===== src/rtl/attention_feeder_if.sv =====
// Stream-side handshakes of attention_feeder: element input and result output.
// slave is the feeder's view; master is the upstream/downstream view.
interface attention_feeder_if #(
    parameter int DW = 16
);
    logic          in_valid;
    logic          in_ready;
    logic [DW-1:0] in_data;
    logic          out_valid;
    logic          out_ready;
    logic [DW-1:0] out_data;
    logic          out_timeout;

    modport slave (
        input  in_valid, in_data, out_ready,
        output in_ready, out_valid, out_data, out_timeout
    );

    modport master (
        output in_valid, in_data, out_ready,
        input  in_ready, out_valid, out_data, out_timeout
    );
endinterface


===== src/rtl/attention_feeder.sv =====
// Assembles Q/K/V vectors from a serial Q8.8 stream, starts the attention core,
// and returns its scalar result (or a timeout-forced zero) over a handshake.
module attention_feeder #(
    parameter int N       = 4,
    parameter int DW      = 16,
    parameter int TIMEOUT = 15
) (
    input  logic                 clk,
    input  logic                 rst,
    attention_feeder_if.slave    bus,
    output logic [N-1:0][DW-1:0] q_out,
    output logic [N-1:0][DW-1:0] k_out,
    output logic [N-1:0][DW-1:0] v_out,
    output logic                 core_start,
    input  logic                 core_done,
    input  logic [DW-1:0]        core_y,
    output logic                 busy
);
    localparam int CW = $clog2(3 * N);
    localparam int TW = $clog2(TIMEOUT);
    localparam logic [CW-1:0] CNT_LAST = CW'(3 * N - 1);
    localparam logic [TW-1:0] TMR_LAST = TW'(TIMEOUT - 1);

    typedef enum logic [1:0] {LOAD, FIRE, WAIT, HOLD} state_t;

    state_t        state;
    logic [CW-1:0] cnt;
    logic [TW-1:0] timer;
    logic          out_valid;
    logic [DW-1:0] out_data;
    logic          out_timeout;

    assign bus.in_ready    = (state == LOAD);
    assign bus.out_valid   = out_valid;
    assign bus.out_data    = out_data;
    assign bus.out_timeout = out_timeout;
    assign busy            = (state != LOAD);

    always_ff @(posedge clk or negedge rst) begin
        if (!rst) begin
            state       <= LOAD;
            cnt         <= '0;
            timer       <= '0;
            q_out       <= '0;
            k_out       <= '0;
            v_out       <= '0;
            core_start  <= 1'b0;
            out_valid   <= 1'b0;
            out_data    <= '0;
            out_timeout <= 1'b0;
        end else begin
            case (state)
                LOAD: begin
                    if (bus.in_valid) begin
                        // Element slot decoded by compare rather than indexing with the wider cnt.
                        for (int unsigned i = 0; i < N; i++) begin
                            if (cnt == CW'(i))         q_out[i] <= bus.in_data;
                            if (cnt == CW'(N + i))     k_out[i] <= bus.in_data;
                            if (cnt == CW'(2 * N + i)) v_out[i] <= bus.in_data;
                        end
                        if (cnt == CNT_LAST) begin
                            cnt        <= '0;
                            core_start <= 1'b1;
                            state      <= FIRE;
                        end else begin
                            cnt <= cnt + 1'b1;
                        end
                    end
                end
                FIRE: begin
                    core_start <= 1'b0;
                    timer      <= '0;
                    state      <= WAIT;
                end
                WAIT: begin
                    if (core_done) begin
                        out_data    <= core_y;
                        out_timeout <= 1'b0;
                        out_valid   <= 1'b1;
                        state       <= HOLD;
                    end else if (timer == TMR_LAST) begin
                        out_data    <= '0;
                        out_timeout <= 1'b1;
                        out_valid   <= 1'b1;
                        state       <= HOLD;
                    end else begin
                        timer <= timer + 1'b1;
                    end
                end
                HOLD: begin
                    if (bus.out_ready) begin
                        out_valid <= 1'b0;
                        state     <= LOAD;
                    end
                end
                default: state <= LOAD;
            endcase
        end
    end
endmodule


===== src/flat_wrapper.sv =====
// flat-port wrapper written by rule: the top's interface ports become plain ports
module attention_feeder_flat 
#(
    parameter int N       = 4,
    parameter int DW      = 16,
    parameter int TIMEOUT = 15
)
  (clk, rst, q_out, k_out, v_out, core_start, core_done, core_y, busy, bus_in_valid, bus_in_data, bus_out_ready, bus_in_ready, bus_out_valid, bus_out_data, bus_out_timeout);
  attention_feeder_if #(.DW(DW)) bus_i ();
  input  logic clk;
  input  logic rst;
  output logic [N-1:0][DW-1:0] q_out;
  output logic [N-1:0][DW-1:0] k_out;
  output logic [N-1:0][DW-1:0] v_out;
  output logic core_start;
  input  logic core_done;
  input  logic [DW-1:0] core_y;
  output logic busy;
  input wire logic [$bits(bus_i.in_valid)-1:0] bus_in_valid;
  input wire logic [$bits(bus_i.in_data)-1:0] bus_in_data;
  input wire logic [$bits(bus_i.out_ready)-1:0] bus_out_ready;
  output wire logic [$bits(bus_i.in_ready)-1:0] bus_in_ready;
  output wire logic [$bits(bus_i.out_valid)-1:0] bus_out_valid;
  output wire logic [$bits(bus_i.out_data)-1:0] bus_out_data;
  output wire logic [$bits(bus_i.out_timeout)-1:0] bus_out_timeout;
  assign bus_i.in_valid = bus_in_valid;
  assign bus_i.in_data = bus_in_data;
  assign bus_i.out_ready = bus_out_ready;
  assign bus_in_ready = bus_i.in_ready;
  assign bus_out_valid = bus_i.out_valid;
  assign bus_out_data = bus_i.out_data;
  assign bus_out_timeout = bus_i.out_timeout;
  attention_feeder #(.N(N), .DW(DW), .TIMEOUT(TIMEOUT)) u_core (.clk(clk), .rst(rst), .bus(bus_i), .q_out(q_out), .k_out(k_out), .v_out(v_out), .core_start(core_start), .core_done(core_done), .core_y(core_y), .busy(busy));
endmodule

===== config.mk =====
export PLATFORM = sky130hd
export DESIGN_NAME = attention_feeder_flat
export DESIGN_NICKNAME = d
export VERILOG_FILES = /design/src/rtl/attention_feeder_if.sv /design/src/rtl/attention_feeder.sv /design/src/flat_wrapper.sv
export SDC_FILE = /design/constraint.sdc
export NUM_CORES = 1
export LEC_CHECK = 0
export CELL_PAD_IN_SITES_DETAIL_PLACEMENT = 0
export CELL_PAD_IN_SITES_GLOBAL_PLACEMENT = 2
export CORE_MARGIN = 1.5
export CORE_UTILIZATION = 35
export DETAILED_ROUTE_END_ITERATION = 8
export PLACE_DENSITY = 0.9
export SLEW_MARGIN = 30
export SYNTH_ARGS = -nofsm -noshare
export SYNTH_HDL_FRONTEND = slang
export SYNTH_SLANG_ARGS = --single-unit

===== constraint.sdc =====
create_clock -name clk -period 3.2 [get_ports clk]
set_input_delay 0.32 -clock clk [delete_from_list [all_inputs] [get_ports clk]]
set_output_delay 0.32 -clock clk [all_outputs]
set_load 0.01 [all_outputs]

==> results.toml, run 1 <==
[worst_setup_path]
r2r_start = "u_core.state[1]"
cp.required_ns = 2.88
start_kind = "flip-flop"
crit_start = "u_core.state[1]"
timing.rr.end = "u_core.q_out[58]"
crit_type = "flip-flop to output port"
rrSetupSlack_ns = 0.68
cp-end-kind = "output port"
cp_max_fo = 8
r2r_cells = 5
arrival_ns = 2.23

[placement]
dp.cells = 1099
port_buffers = 249
post-dp-hpwl_um = 15700
dpl_cell_area_um2 = 11600
gp_congestion = 0.724

[pwr]
cellLeakagePower_nw = 5.56
p_per_area_nw_per_um2 = 1050
peakVddDrop_mv = 0.591

[yosys]
avgSynthCellArea_um2 = 16.2
synthMuxAreaShare = 0.253
synthAdderAreaFrac = 0.0155
ys_warn_count = 0
synth_flop_cell = "dfrtp_1"
netlist_area_um2 = 8890
synth_compound_area_frac = 0.0325
netlist_instances = 550
ys_ff_latch = 221
synth-simple-area-share = 0.0463
synth-async-reset-ratio = 1.00
yosysSeqAreaShare = 0.622
yosys.cell_types.count = 46
yosys.area.top_type_share = 0.622
synth_xor_area_frac = 0
synth_top_area_cell = "dfrtp_1"
synth_area_leaders = "dfrtp_1 (62%), mux2_2 (22%), mux2_4 (1.7%)"
synth_top_family_by_area = "multiplexers"
synth_edf_count = 0
syn_nets = 598

[cells_and_area]
ff_latch_area_um2 = 5530
multi_input_area_um2 = 3090
diodes = 0
final_nets = 845
area_delta_synth_final_pct = 40.6
layout.cells.most_common = "clkdlybuf4s50_1"
drive_above_1_share = 0.312
final_cells = 1145
layout_common_cells = "clkdlybuf4s50_1 (248), dfrtp_1 (221), mux2_2 (177), clkbuf_16 (25), a22o_1 (17)"
fillers = 2186
fin_area_um2 = 12500

[timing]
worst_pin_slew_ns = 0.832
min_period_ns = 2.55
final-setup-viol-count = 0
period_share = 0.796
slew_headroom = 0.446
max_freq_mhz = 392
rsz0062_at_grt = "no"
clock-skew-final_ns = 0.00802
finalHoldViolCount = 0
drv_slew = 0
tns_ns = 0

[cts]
clk_pin_slew_ns = 0.06
cts_made_buffers = 25
h-tree-depth = 1
cts_tree = "yes"
clockBufferDepth = 3
clk_latency_ns = 0.51
cts-root-buf = "clkbuf_16"
cts_resized = 0
cts.sinks = 221

[global_route]
grt_pass1_vias = 5663
busiest_layer = "met2"
grt_pass1_wl_um = 35100
grt_max_degree = 94
grt_antenna_before_repair = 0
use_met3 = 0.0451
grt_util_met1 = 0.223
gr-usage-met2 = 0.289
grtUsageTotal = 0.174
gr-total-overflow = 0

[run_status]
run_status = "finished, final reports clean"

[drt]
dr_total_vias = 5495
detail_route.first_pass.iterations = 4
ant_nets = 0
drt-wirelength-per-cell_um = 19.8
drt-total-wl_um = 22700
vias_per_cell = 4.80
first_iter_violations = 208
post-route-drc-count = 0

[floorplanning]
fp-row-count = 58
fp.coreArea_um2 = 25000
die_y_um = 162
io_pins = 250
die_area_um2 = 26400
initial_core_util = 0.355
die_w_um = 162

[run]
cap_violations = 0

[min_path]
hold_class = "input port to asynchronous set/reset pin"
## power by group
part           switching, mW  internal (mW)
Sequential             0.746           4.07
Clock                   1.10           1.86
Combinational           2.04           3.26
Total                   3.88           9.19
## sequential cells by signal (all words and copies together), names as in the netlist
signal / count
u_core.q_out: 64
u_core.cnt: 4
u_core.bus.out_timeout: 1
u_core.v_out: 64
u_core.bus.out_valid: 1
u_core.k_out: 64
u_core.core_start: 1
u_core.state: 2
u_core.bus.out_data: 16
u_core.timer: 4
## repair_timing
item                                   in CTS  in global routing
setup buffers                               0                  0
hold buffers                                1                  0
endpoints found under the hold margin      91                  0
## worst max-delay path by stage
stage	endpoint	slack, ns	depth (start not counted)
floorplan	u_core.v_out[41]	1.27	7
global placement	u_core.q_out[54]	0.73	5
detailed placement	u_core.q_out[50]	0.66	5
CTS	bus_in_ready	0.60	4
global route	u_core.q_out[54]	0.52	5
finish	bus_in_ready	0.65	4
## area by class of cell
cell class	count	area share
multi-input combinational	284	0.247
tap	330	0.0330
timing repair buffer	257	0.207
clock inverter	12	0.0152
sequential	221	0.442
clock buffer	33	0.0532
inverter	8	0.00240
## worst max-delay path, cell delays in order, from the launching register on
cell and delay [ns]:
dfrtp_1 0.41, inv_1 0.09, ha_1 0.43, buf_4 0.25
clkdlybuf4s50_1 0.54
## cell usage after synthesis, types with 3 or more instances
library cell	n
a22o_1	17
mux2_2	177
buf_6	9
o21ai_0	3
inv_1	8
nand2b_1	4
buf_4	6
clkbuf_1	19
and3_1	3
mux2i_1	3
nor3_4	4
ha_1	11
dfrtp_1	221
nand2_1	9
mux2_1	7
nor2_4	4
mux2_4	10
## cells by family after synthesis
family	count (synthesis)
compound gates	34
flops	221
simple gates	42
mux	197
buf+inv	45
fa+ha+maj	11
## stage by stage
stage,utilization,setup WS (ns),power (mW),hold slack (ns)
after floorplan,-,1.27,7.08,0.0244
after global placement,0.465,0.734,10.1,0.404
after detailed placement,0.465,0.656,10.2,0.404
after CTS,0.499,0.601,13.3,0.395
after global routing,0.499,0.524,13.8,0.409
final,0.499,0.651,13.1,0.400
## per-layer routing
metal | up-vias | routed length, µm
li1 | 2457 | -
met1 | 2836 | 9630
met2 | 165 | 11000
met3 | 37 | 1520
met4 | 0 | 551
met5 | - | 0
No activity file was read; power rests on OpenSTA's default activity.
==> run 2, diff against run 1 <==
- CORE_UTILIZATION: 35 -> 30
- PLACE_DENSITY: 0.9 -> 0.83
- clock period: 3.2 -> 2.1 ns (I/O delays scaled with it)
==> results.toml, run 2 (same netlist as run 1, synthesis figures left out) <==
[timing]
tns_ns = 0
rsz0062_at_grt = "no"
max_freq_mhz = 508
min_period_ns = 1.97
whs_ns = 0.239
period_share = 0.937
worst_pin_slew_ns = 0.654
final-setup-viol-count = 0
drv_slew = 0
finalHoldViolCount = 0
clock-skew-final_ns = 0.0125
slew_headroom = 0.564

[worst_setup_path]
path_cells = "inv_1, ha_4, buf_4, nand2_1, nor3_4, buf_4, mux2_2"
start_kind = "flip-flop"
cp.required_ns = 2.51
r2r_cells = 7
arrival_ns = 2.38
r2r_start = "u_core.state[1]"
timing.rr.end = "u_core.q_out[54]"
crit_type = "flip-flop to flip-flop"
cp_slowest_stage_delay_ns = 0.38
endpoint = "u_core.q_out[54]"
rrSetupSlack_ns = 0.13
cp_max_fo = 10
cp-end-kind = "flip-flop"
cp_slowest_cell = "dfrtp_1"
timing.critical_path.mode_cell = "buf_4"
crit_start = "u_core.state[1]"

[pwr]
p_int_mw = 14.3
p_per_area_nw_per_um2 = 1580
fin_total_pwr_mw = 20.5
clkPwrFrac = 0.233
peakVddDrop_mv = 0.987
power_switching_mw = 6.18
swShare = 0.302
power_frac_comb = 0.408
p_seq_frac = 0.359
cellLeakagePower_nw = 5.77

[drt]
post-route-drc-count = 0
dr_total_vias = 5634
detail_route.first_pass.iterations = 4
drt-wirelength-per-cell_um = 19.8
vias_per_cell = 4.58
first_iter_violations = 203
drt-total-wl_um = 24400
ant_nets = 0

[global_route]
grt_max_degree = 68
grt_antenna_before_repair = 0
gr-total-overflow = 0
grtUsageTotal = 0.159
grt_pass1_vias = 5966
grt_pass1_wl_um = 37600

[placement]
gp_congestion = 0.739
dpl_cell_area_um2 = 12000
post-dp-hpwl_um = 17200
port_buffers = 249

[cts]
cts_made_buffers = 25
cts_tree = "yes"
clk_pin_slew_ns = 0.06
cts.sinks = 221
clk_latency_ns = 0.54
clockBufferDepth = 3
h-tree-depth = 1
cts-root-buf = "clkbuf_16"

[floorplanning]
die_y_um = 175
io_pins = 250
fp.coreArea_um2 = 28900
fp-row-count = 62
initial_core_util = 0.307
die_area_um2 = 30700
die_w_um = 175

[cells_and_area]
fillers = 2587
diodes = 0
area_delta_synth_final_pct = 45.4
layout_common_cells = "clkdlybuf4s50_1 (246), dfrtp_1 (221), mux2_2 (177), buf_4 (30), clkbuf_16 (25)"
top_regs = "u_core.k_out: 64 flops, u_core.q_out: 64 flops, u_core.v_out: 64 flops"
layout.cells.most_common = "clkdlybuf4s50_1"
drive_above_1_share = 0.343
final_nets = 875
fin_area_um2 = 12900

[run_status]
run_status = "finished, final reports clean"

[min_path]
hold_class = "input port to asynchronous set/reset pin"

[run]
cap_violations = 0
==> run 2: changes by cell type in the layout (fill, tap and decap cells not counted), moves of 2 or more <==
cell | previous run | this run
clkbuf_1 | 7 | 2
clkbuf_8 | 1 | 8
buf_12 | 2 | 7
clkdlybuf4s50_1 | 248 | 246
clkinv_2 | 5 | 2
buf_4 | 5 | 30
==> run 2: per-stage QoR <==
stage	setup WS (ns)	cells	util
6_report	0.132	1229	0.447
5_1_grt	0.0201	1229	0.447
4_1_cts	0.0137	1229	0.447
3_5_place_dp	0.0286	1180	0.414
3_3_place_gp	0.0459	1180	0.414
2_1_floorplan	0.174	550	-
==> run 2: worst min path at each step <==
stage	startpoint	to	slack (ns)	cells past startpoint
5_1_grt	rst	u_core.q_out[16]	0.26	2
6_report	rst	u_core.v_out[0]	0.24	2
4_1_cts	rst	u_core.k_out[34]	0.23	2
2_1_floorplan	rst	u_core.bus.out_data[0]	-0.09	0
3_5_place_dp	rst	u_core.k_out[34]	0.22	1
3_3_place_gp	rst	u_core.k_out[34]	0.21	1
==> run 2: power by group through the flow <==
stage                     clock network (mW)  logic (mW)  registers (mW)
after global routing                    5.09        8.88            7.64
after global placement                     0        8.29            7.37
final                                   4.77        8.33            7.35
after floorplan                            0        2.65            8.14
after CTS                               4.92        8.45            7.38
after detailed placement                   0        8.34            7.43
==> run 2: metal layers <==
layer / vias to the layer above / track usage / share of wire
li1: 2502 / - / -
met1: 2900 / 0.210 / 0.44
met2: 198 / 0.246 / 0.44
met3: 34 / 0.0620 / 0.098
met4: 0 / 0.0377 / 0.018
met5: - / 0 / 0
==> run 2: final cells by class <==
type / instances / area (µm²) / area share
clock buffer: 35 / 743 / 0.0575
clock inverter: 10 / 174 / 0.0134
inverter: 8 / 30.0 / 0.00232
multi-input combinational: 284 / 3100 / 0.240
sequential: 221 / 5530 / 0.428
tap: 384 / 480 / 0.0371
timing repair buffer: 287 / 2870 / 0.222
==> run 2: worst max-delay path: cells and delay by family, from the launching register on <==
family                   cells  cell delay, ns
adder cells (fa/ha/maj)      1            0.16
buffers and inverters        3            0.50
flip-flops                   1            0.38
multiplexers                 1            0.36
AND/OR/NAND/NOR              2            0.46
==> run 2: repair_timing <==
action | in CTS | in global routing
hold buffers | 1 | 0
buffers inserted | 3 | 0
pin swaps | 1 | 0
resized for setup | 3 | 1
setup endpoints to repair | 2 | 1
gates cloned | 0 | 0
endpoints found under the hold margin | 60 | 0
